`src/rtl/hit_bitmap_store.sv`:
```
// hit_bitmap_store: per-row hit bitmap/count RAM; hitValid/hitAddress/hitReady feed an RMW hit path, clearStart zeroes all rows, readStart streams non-empty rows on outValid/outReady/outRow/outBitmap/outCount, readDone ends a readout, busy flags CLEAR/DRAIN/READOUT
module hit_bitmap_store #(
  parameter int ROWBITS = 4,
  parameter int COLBITS = 3,
  parameter int COUNTBITS = 4
) (
  input  logic                       clock,
  input  logic                       resetN,
  input  logic                       hitValid,
  input  logic [ROWBITS+COLBITS-1:0] hitAddress,
  output logic                       hitReady,
  input  logic                       clearStart,
  input  logic                       readStart,
  output logic                       outValid,
  input  logic                       outReady,
  output logic [ROWBITS-1:0]         outRow,
  output logic [(1<<COLBITS)-1:0]    outBitmap,
  output logic [COUNTBITS-1:0]       outCount,
  output logic                       readDone,
  output logic                       busy
);
  localparam int MEMNROWS = 1 << ROWBITS;
  localparam int WORDLENGTH = 1 << COLBITS;
  localparam int DW = WORDLENGTH + COUNTBITS;
  typedef enum logic [1:0] {IDLE, DRAIN, CLEAR, READOUT} state_t;
  state_t state_q, state_d;
  logic tgt_clr_q, tgt_clr_d;
  logic [DW-1:0] mem [MEMNROWS];
  logic [DW-1:0] rd_q, old, new_data, wb_data_q;
  logic [COUNTBITS-1:0] old_ct;
  logic s1_valid_q, wb_valid_q, rv_q, rp_q, wp_q;
  logic [ROWBITS-1:0] s1_row_q, wb_row_q, rrow_q, ra, hit_row;
  logic [COLBITS-1:0] s1_col_q;
  logic [ROWBITS-2:0] clr_q;
  logic [ROWBITS:0] scan_q;
  logic [1:0] cnt_q;
  logic [WORDLENGTH-1:0] fb_q [2];
  logic [ROWBITS-1:0] fr_q [2];
  logic [COUNTBITS-1:0] fc_q [2];
  logic hit_acc, in_clr, in_rd, issue, push, pop, finished;
  assign hit_row = hitAddress[ROWBITS+COLBITS-1:COLBITS];
  assign in_clr = state_q == CLEAR;
  assign in_rd = state_q == READOUT;
  assign hitReady = state_q == IDLE;
  assign busy = state_q != IDLE;
  assign hit_acc = hitValid && hitReady;
  // the write issued last cycle is not yet visible in rd_q, so a same-row hit takes it instead
  assign old = (wb_valid_q && wb_row_q == s1_row_q) ? wb_data_q : rd_q;
  assign old_ct = old[COUNTBITS-1:0];
  assign new_data = {old[DW-1:COUNTBITS] | (WORDLENGTH'(1) << s1_col_q), &old_ct ? old_ct : old_ct + COUNTBITS'(1)};
  assign ra = in_rd ? scan_q[ROWBITS-1:0] : hit_row;
  // a read is only launched if the skid buffer can take it even when nothing drains
  assign issue = in_rd && !clearStart && !scan_q[ROWBITS] && ({1'b0, cnt_q} + {2'b0, rv_q}) < 3'd2;
  assign push = rv_q && |rd_q[DW-1:COUNTBITS];
  assign outValid = in_rd && cnt_q != 2'd0;
  assign pop = outValid && outReady;
  assign finished = in_rd && scan_q[ROWBITS] && !rv_q && cnt_q == 2'd0;
  assign readDone = finished && !clearStart;
  assign outRow = fr_q[rp_q];
  assign outBitmap = fb_q[rp_q];
  assign outCount = fc_q[rp_q];
  always_comb begin
    state_d = state_q;
    tgt_clr_d = tgt_clr_q;
    case (state_q)
      IDLE: if (clearStart || readStart) begin
        state_d = DRAIN;
        tgt_clr_d = clearStart;
      end
      DRAIN: if (!s1_valid_q) state_d = tgt_clr_q ? CLEAR : READOUT;
      CLEAR: if (&clr_q) state_d = IDLE;
      READOUT: state_d = clearStart ? CLEAR : finished ? IDLE : READOUT;
      default: state_d = IDLE;
    endcase
  end
  always_ff @(posedge clock) begin
    if (in_clr) mem[{clr_q, 1'b0}] <= '0;
    if (in_clr || s1_valid_q) mem[in_clr ? {clr_q, 1'b1} : s1_row_q] <= in_clr ? '0 : new_data;
    rd_q <= mem[ra];
  end
  always_ff @(posedge clock) begin
    if (push) begin
      fb_q[wp_q] <= rd_q[DW-1:COUNTBITS];
      fr_q[wp_q] <= rrow_q;
      fc_q[wp_q] <= rd_q[COUNTBITS-1:0];
    end
  end
  always_ff @(posedge clock or negedge resetN) begin
    if (!resetN) begin
      state_q <= CLEAR;
      tgt_clr_q <= 1'b0;
      s1_valid_q <= 1'b0;
      s1_row_q <= '0;
      s1_col_q <= '0;
      wb_valid_q <= 1'b0;
      wb_row_q <= '0;
      wb_data_q <= '0;
      clr_q <= '0;
      scan_q <= '0;
      rv_q <= 1'b0;
      rrow_q <= '0;
      cnt_q <= '0;
      rp_q <= 1'b0;
      wp_q <= 1'b0;
    end else begin
      state_q <= state_d;
      tgt_clr_q <= tgt_clr_d;
      s1_valid_q <= hit_acc;
      s1_row_q <= hit_row;
      s1_col_q <= hitAddress[COLBITS-1:0];
      wb_valid_q <= s1_valid_q;
      wb_row_q <= s1_row_q;
      wb_data_q <= new_data;
      clr_q <= in_clr ? clr_q + (ROWBITS-1)'(1) : '0;
      scan_q <= in_rd ? scan_q + (ROWBITS+1)'(issue) : '0;
      rv_q <= issue;
      rrow_q <= scan_q[ROWBITS-1:0];
      if (!in_rd || clearStart) begin
        cnt_q <= '0;
        rp_q <= 1'b0;
        wp_q <= 1'b0;
      end else begin
        cnt_q <= cnt_q + 2'(push) - 2'(pop);
        rp_q <= rp_q ^ pop;
        wp_q <= wp_q ^ push;
      end
    end
  end
endmodule

```
`config.mk`:
```
export PLATFORM = sky130hd
export DESIGN_NAME = hit_bitmap_store
export DESIGN_NICKNAME = d
export VERILOG_FILES = /design/src/rtl/hit_bitmap_store.sv
export SDC_FILE = /design/constraint.sdc
export NUM_CORES = 1
export LEC_CHECK = 0
export ABC_CLOCK_PERIOD_IN_PS = 3800
export CORE_MARGIN = 5
export CORE_UTILIZATION = 60
export CTS_CLUSTER_SIZE = 40
export DETAILED_ROUTE_END_ITERATION = 7
export PLACE_DENSITY_LB_ADDON = 0.2
export SYNTH_ARGS = -nofsm -noshare
export SYNTH_HDL_FRONTEND = slang
export SYNTH_SLANG_ARGS = --single-unit
```
`constraint.sdc`:
```
create_clock -name clock -period 3.8 [get_ports clock]
set_input_delay 0.38 -clock clock [delete_from_list [all_inputs] [get_ports clock]]
set_output_delay 0.38 -clock clock [all_outputs]
set_load 0.01 [all_outputs]
```
==> impl_summary.md <==
Logic synthesis
The cell area after synthesis is 12,200 µm². The post-synth net total is 938. The proportion of synthesized chip area in sequential cells is 0.663.

The compound-gate portion of the synthesized area is 0.0764. In the synthesized netlist the async set-or-reset flop fraction comes to 0.160. By area, the combinational part of the netlist is dominated by simple AND/OR/NAND/NOR gates. The yosys synthesis warning count is 0. After synthesis the netlist holds a flip-flop and latch count of 281.

The dominant register cell in the synthesized netlist is sky130_fd_sc_hd__edfxtp_1. The post-synthesis share of cell area spent on xor and xnor gates is 0.00574. The gate count after technology mapping is approximately 920. The number of enable-type register cells in the synthesized netlist is 224. Of the total synthesized cell area, the portion taken by AND, OR, NAND and NOR gates is 0.109. Of the post-synthesis cell area, the part taken by muxes is 0.107. The post-synthesis cell type count is 53.

Of the total synthesized cell area, the portion taken by full adders, half adders and majority gates is 0.00820. The average footprint of a synthesized cell is 13.3 µm².

STA
The number of hold violations in the final report is 0. Summed over all failing endpoints, the final setup total negative slack is 0 ps. The achievable frequency is 333 MHz. The final critical-path required period is 3000 ps. Measured against its own limit, the worst slew margin works out to 0.379. The number of setup violations in the final report is 0. At the pin with the least slew margin, the transition time is 930 ps. Clock skew on the completed layout was measured at roughly 10 ps. Setup repair after global routing left no endpoint under its margin. The final critical-path share of the clock period is 0.789. The final count of pins violating max slew is 0.

Setup path
The number of cells on the critical path is 8. The critical path endpoint category is a register. The maximum fanout encountered on the critical timing path is 20. Data on the critical path is required at its endpoint by around 4200 ps.

Counting cells, the worst reg-to-reg path comes to 8. Broken down by cell family, the worst path's largest delay share belongs to simple AND/OR/NAND/NOR gates. By instance count, the cell type seen most on the critical path is sky130_fd_sc_hd__ha_1.

STA classifies the critical path startpoint as a register. The largest single stage delay on the critical path is 710 ps. Counting both buffers and inverters, the worst setup path holds a total of 0. For flop-to-flop paths, the worst setup slack is around 800 ps. The type of the worst setup path is reg2reg. The cell with the largest stage delay on the worst path is sky130_fd_sc_hd__dfstp_2.

Traced cell by cell, the critical path runs through and2_1 > nand2_1 > a2111oi_0 > ha_1 > ha_1 > nand3_1 > xor2_1 > nor2_1. The data arrival at the endpoint of the critical path is 3420 ps.

Clock network
In this run the number of H-tree levels came out at 1. The CTS tree is built. The post-CTS resize count is 0. In this run the clock root is driven by a sky130_fd_sc_hd__clkbuf_16.

The number of clock sinks seen by CTS is about 280. The clock reaches the later pin of the worst-skew pair after between 500 and 600 ps. Once the clock tree was built, the setup fixing pass inserted 0 buffers. The longest clock path from root to sink contains 3 buffers. The total clock buffers created by CTS is 29. After clock tree synthesis, the clock-pin slew on the worst setup and hold paths is 60 ps.

Floorplanning
The placement row count is 52. The floorplan step defined a die boundary enclosing 23,300 µm². The standard cell core area is 20,100 µm².

The I/O pin count is 33. The die is 153 µm tall. For this configuration, the core starts out at a cell density of 0.607. The width of the die is 153 µm.

Cells and area
The library cells used most frequently in the layout, excluding fill and tap cells, are 224 x sky130_fd_sc_hd__edfxtp_1, 157 x sky130_fd_sc_hd__nor2_1, 109 x sky130_fd_sc_hd__mux2i_1. At the end of the flow, the number of nets in the layout was 994. The filler cells instantiated in the layout total around 1,300. Of the cells placed in the final design, the portion with a size suffix greater than 1 is 0.129.

The final core utilization is 0.692. 0 antenna diodes ended up in the layout. Leaving out fill and tap cells, the most frequent cell in the layout is sky130_fd_sc_hd__edfxtp_1. The area occupied by registers is 8090 µm². The area of the multi-input gates is 3740 µm².

Relative to the synthesized area, the layout overhead comes to 14.1%.

Routing
The per-cell via count in the routed design is 6.31. The mean routed wirelength per cell is 24.3 µm. For this run, design rule violations remaining after detail routing come to 0. The total wire length after detailed routing is ~31,000 µm. The first detailed-routing pass took 6 iterations. The routed layout has 7,983 vias. In this run, the number of DRC markers left after iteration 0 of detailed routing was 889. The count of nets left with antenna violations once routing finished came out at 0.

Run status
The run finished with clean final reports.

Global routing
The sum of overflow across all layers after global routing is 0. Entering global routing, the biggest net connects 29 pins. The combined global-route utilization of all metal layers is 0.261.

The first global-routing pass estimated 46,400 µm of wire. The number of global-route vias before repair was 7,972. The number of antenna violations at the first check in global routing is 0.

Run
Max-cap violations in this run came to 0.

Placed design
Buffers placed on the I/O ports in this run total 32. The HPWL after detailed placement is 19,600 µm. At the end of routability-driven placement, the weighted congestion stood at 0.885.

Pwr
VDD sags by at most 469 µV. After layout, the design draws a total of between 10 and 15 mW. The areal power density over the cells is 735 nW/µm².

The leakage power total is between 5 and 6 nW.

Min path
In this run the worst hold path is classified as in2async.
kinds of logic after synthesis:
logic type | Yosys count
DFF | 281
muxes | 128
buffers and inverters | 82
adders and majority gates | 8
and+or+nand+nor | 287
xor gates and xnor gates | 8
AOI/OAI and AO/OA | 123
power by group:
part	switching, mW	internal, mW	leakage (nW)
clock network	1.14	1.66	0.475
registers	0.415	4.27	2.81
logic	1.84	0.919	2.15
total	3.39	6.84	5.43
layer usage:
layer / part of all wire / track usage
met2: 0.50 / 0.443
met3: 0.096 / 0.0375
met1: 0.36 / 0.339
met4: 0.043 / 0.113
met5: 0 / 0
layout make-up:
type | count | area share
tap | 270 | 0.0243
multi-input combinational | 554 | 0.269
clock inverter | 13 | 0.00872
inverter | 26 | 0.00701
clock buffer | 41 | 0.0598
timing repair buffer | 81 | 0.0502
sequential | 281 | 0.582
worst paths after layout:
path / to / start
worst max-delay path: scan_q[4] / state_q[1]
min in group clock: s1_col_q[2] / hitAddress[2]
worst min-delay path: rv_q / resetN
worst max register to register: scan_q[4] / state_q[1]
worst min register to register: fr_q[0][0] / rrow_q[0]
max in group asynchronous: wb_data_q[3] / resetN
Yosys cell counts (5+ instances only):
library cell                 n  area [µm²]
sky130_fd_sc_hd__o31a_1      6        52.6
sky130_fd_sc_hd__o21ai_0    17        85.1
sky130_fd_sc_hd__o21a_1      5        37.5
sky130_fd_sc_hd__ha_1        8         100
sky130_fd_sc_hd__nand2b_1    7        43.8
sky130_fd_sc_hd__dfxtp_1    12         240
sky130_fd_sc_hd__inv_1      26        97.6
sky130_fd_sc_hd__o32ai_1    12         105
sky130_fd_sc_hd__dfrtp_1    44        1100
sky130_fd_sc_hd__edfxtp_1  224        6730
sky130_fd_sc_hd__o22ai_1    23         144
sky130_fd_sc_hd__and2_1      6        37.5
sky130_fd_sc_hd__mux2_2     19         214
sky130_fd_sc_hd__a211oi_1   25         188
sky130_fd_sc_hd__a21oi_1     7        35.0
sky130_fd_sc_hd__nand3_1    12        60.1
sky130_fd_sc_hd__clkbuf_1   31         116
sky130_fd_sc_hd__a31oi_1     7        43.8
sky130_fd_sc_hd__nor2_1    157         589
sky130_fd_sc_hd__buf_2      18        90.1
sky130_fd_sc_hd__and3_1     27         169
sky130_fd_sc_hd__mux2i_1   109        1090
sky130_fd_sc_hd__nor4_1     14        87.6
sky130_fd_sc_hd__or3_1      12        75.1
sky130_fd_sc_hd__nand2_1    31         116
flip-flops by register name, summed over array words and instances (netlist names):
name,cells
scan_q,5
s1_row_q,4
wb_data_q,12
fr_q,8
rd_q,12
clr_q,3
mem,192
rrow_q,4
rp_q,1
cnt_q,2
fb_q,16
wb_valid_q,1
tgt_clr_q,1
s1_col_q,3
rv_q,1
wb_row_q,4
s1_valid_q,1
fc_q,8
state_q,2
wp_q,1
timing repair:
| action | 4_1_cts | 5_1_grt |
|---|---|---|
| hold buffers | 1 | 0 |
| setup endpoints to repair | 0 | 0 |
| endpoints found under the hold margin | 16 | 0 |
through the flow:
| step | hold slack [ps] | setup WS [ps] | cell area (µm²) | cells |
|---|---|---|---|---|
| CTS | 280 | 744 | 13900 | 1266 |
| floorplan | 84.4 | 1060 | 12200 | 917 |
| detailed placement | 319 | 750 | 13000 | 1211 |
| global route | 280 | 584 | 13900 | 1266 |
| finish | 286 | 801 | 13900 | 1266 |
| global placement | 320 | 887 | 13000 | 1211 |
(Power assumes the default switching activity.)
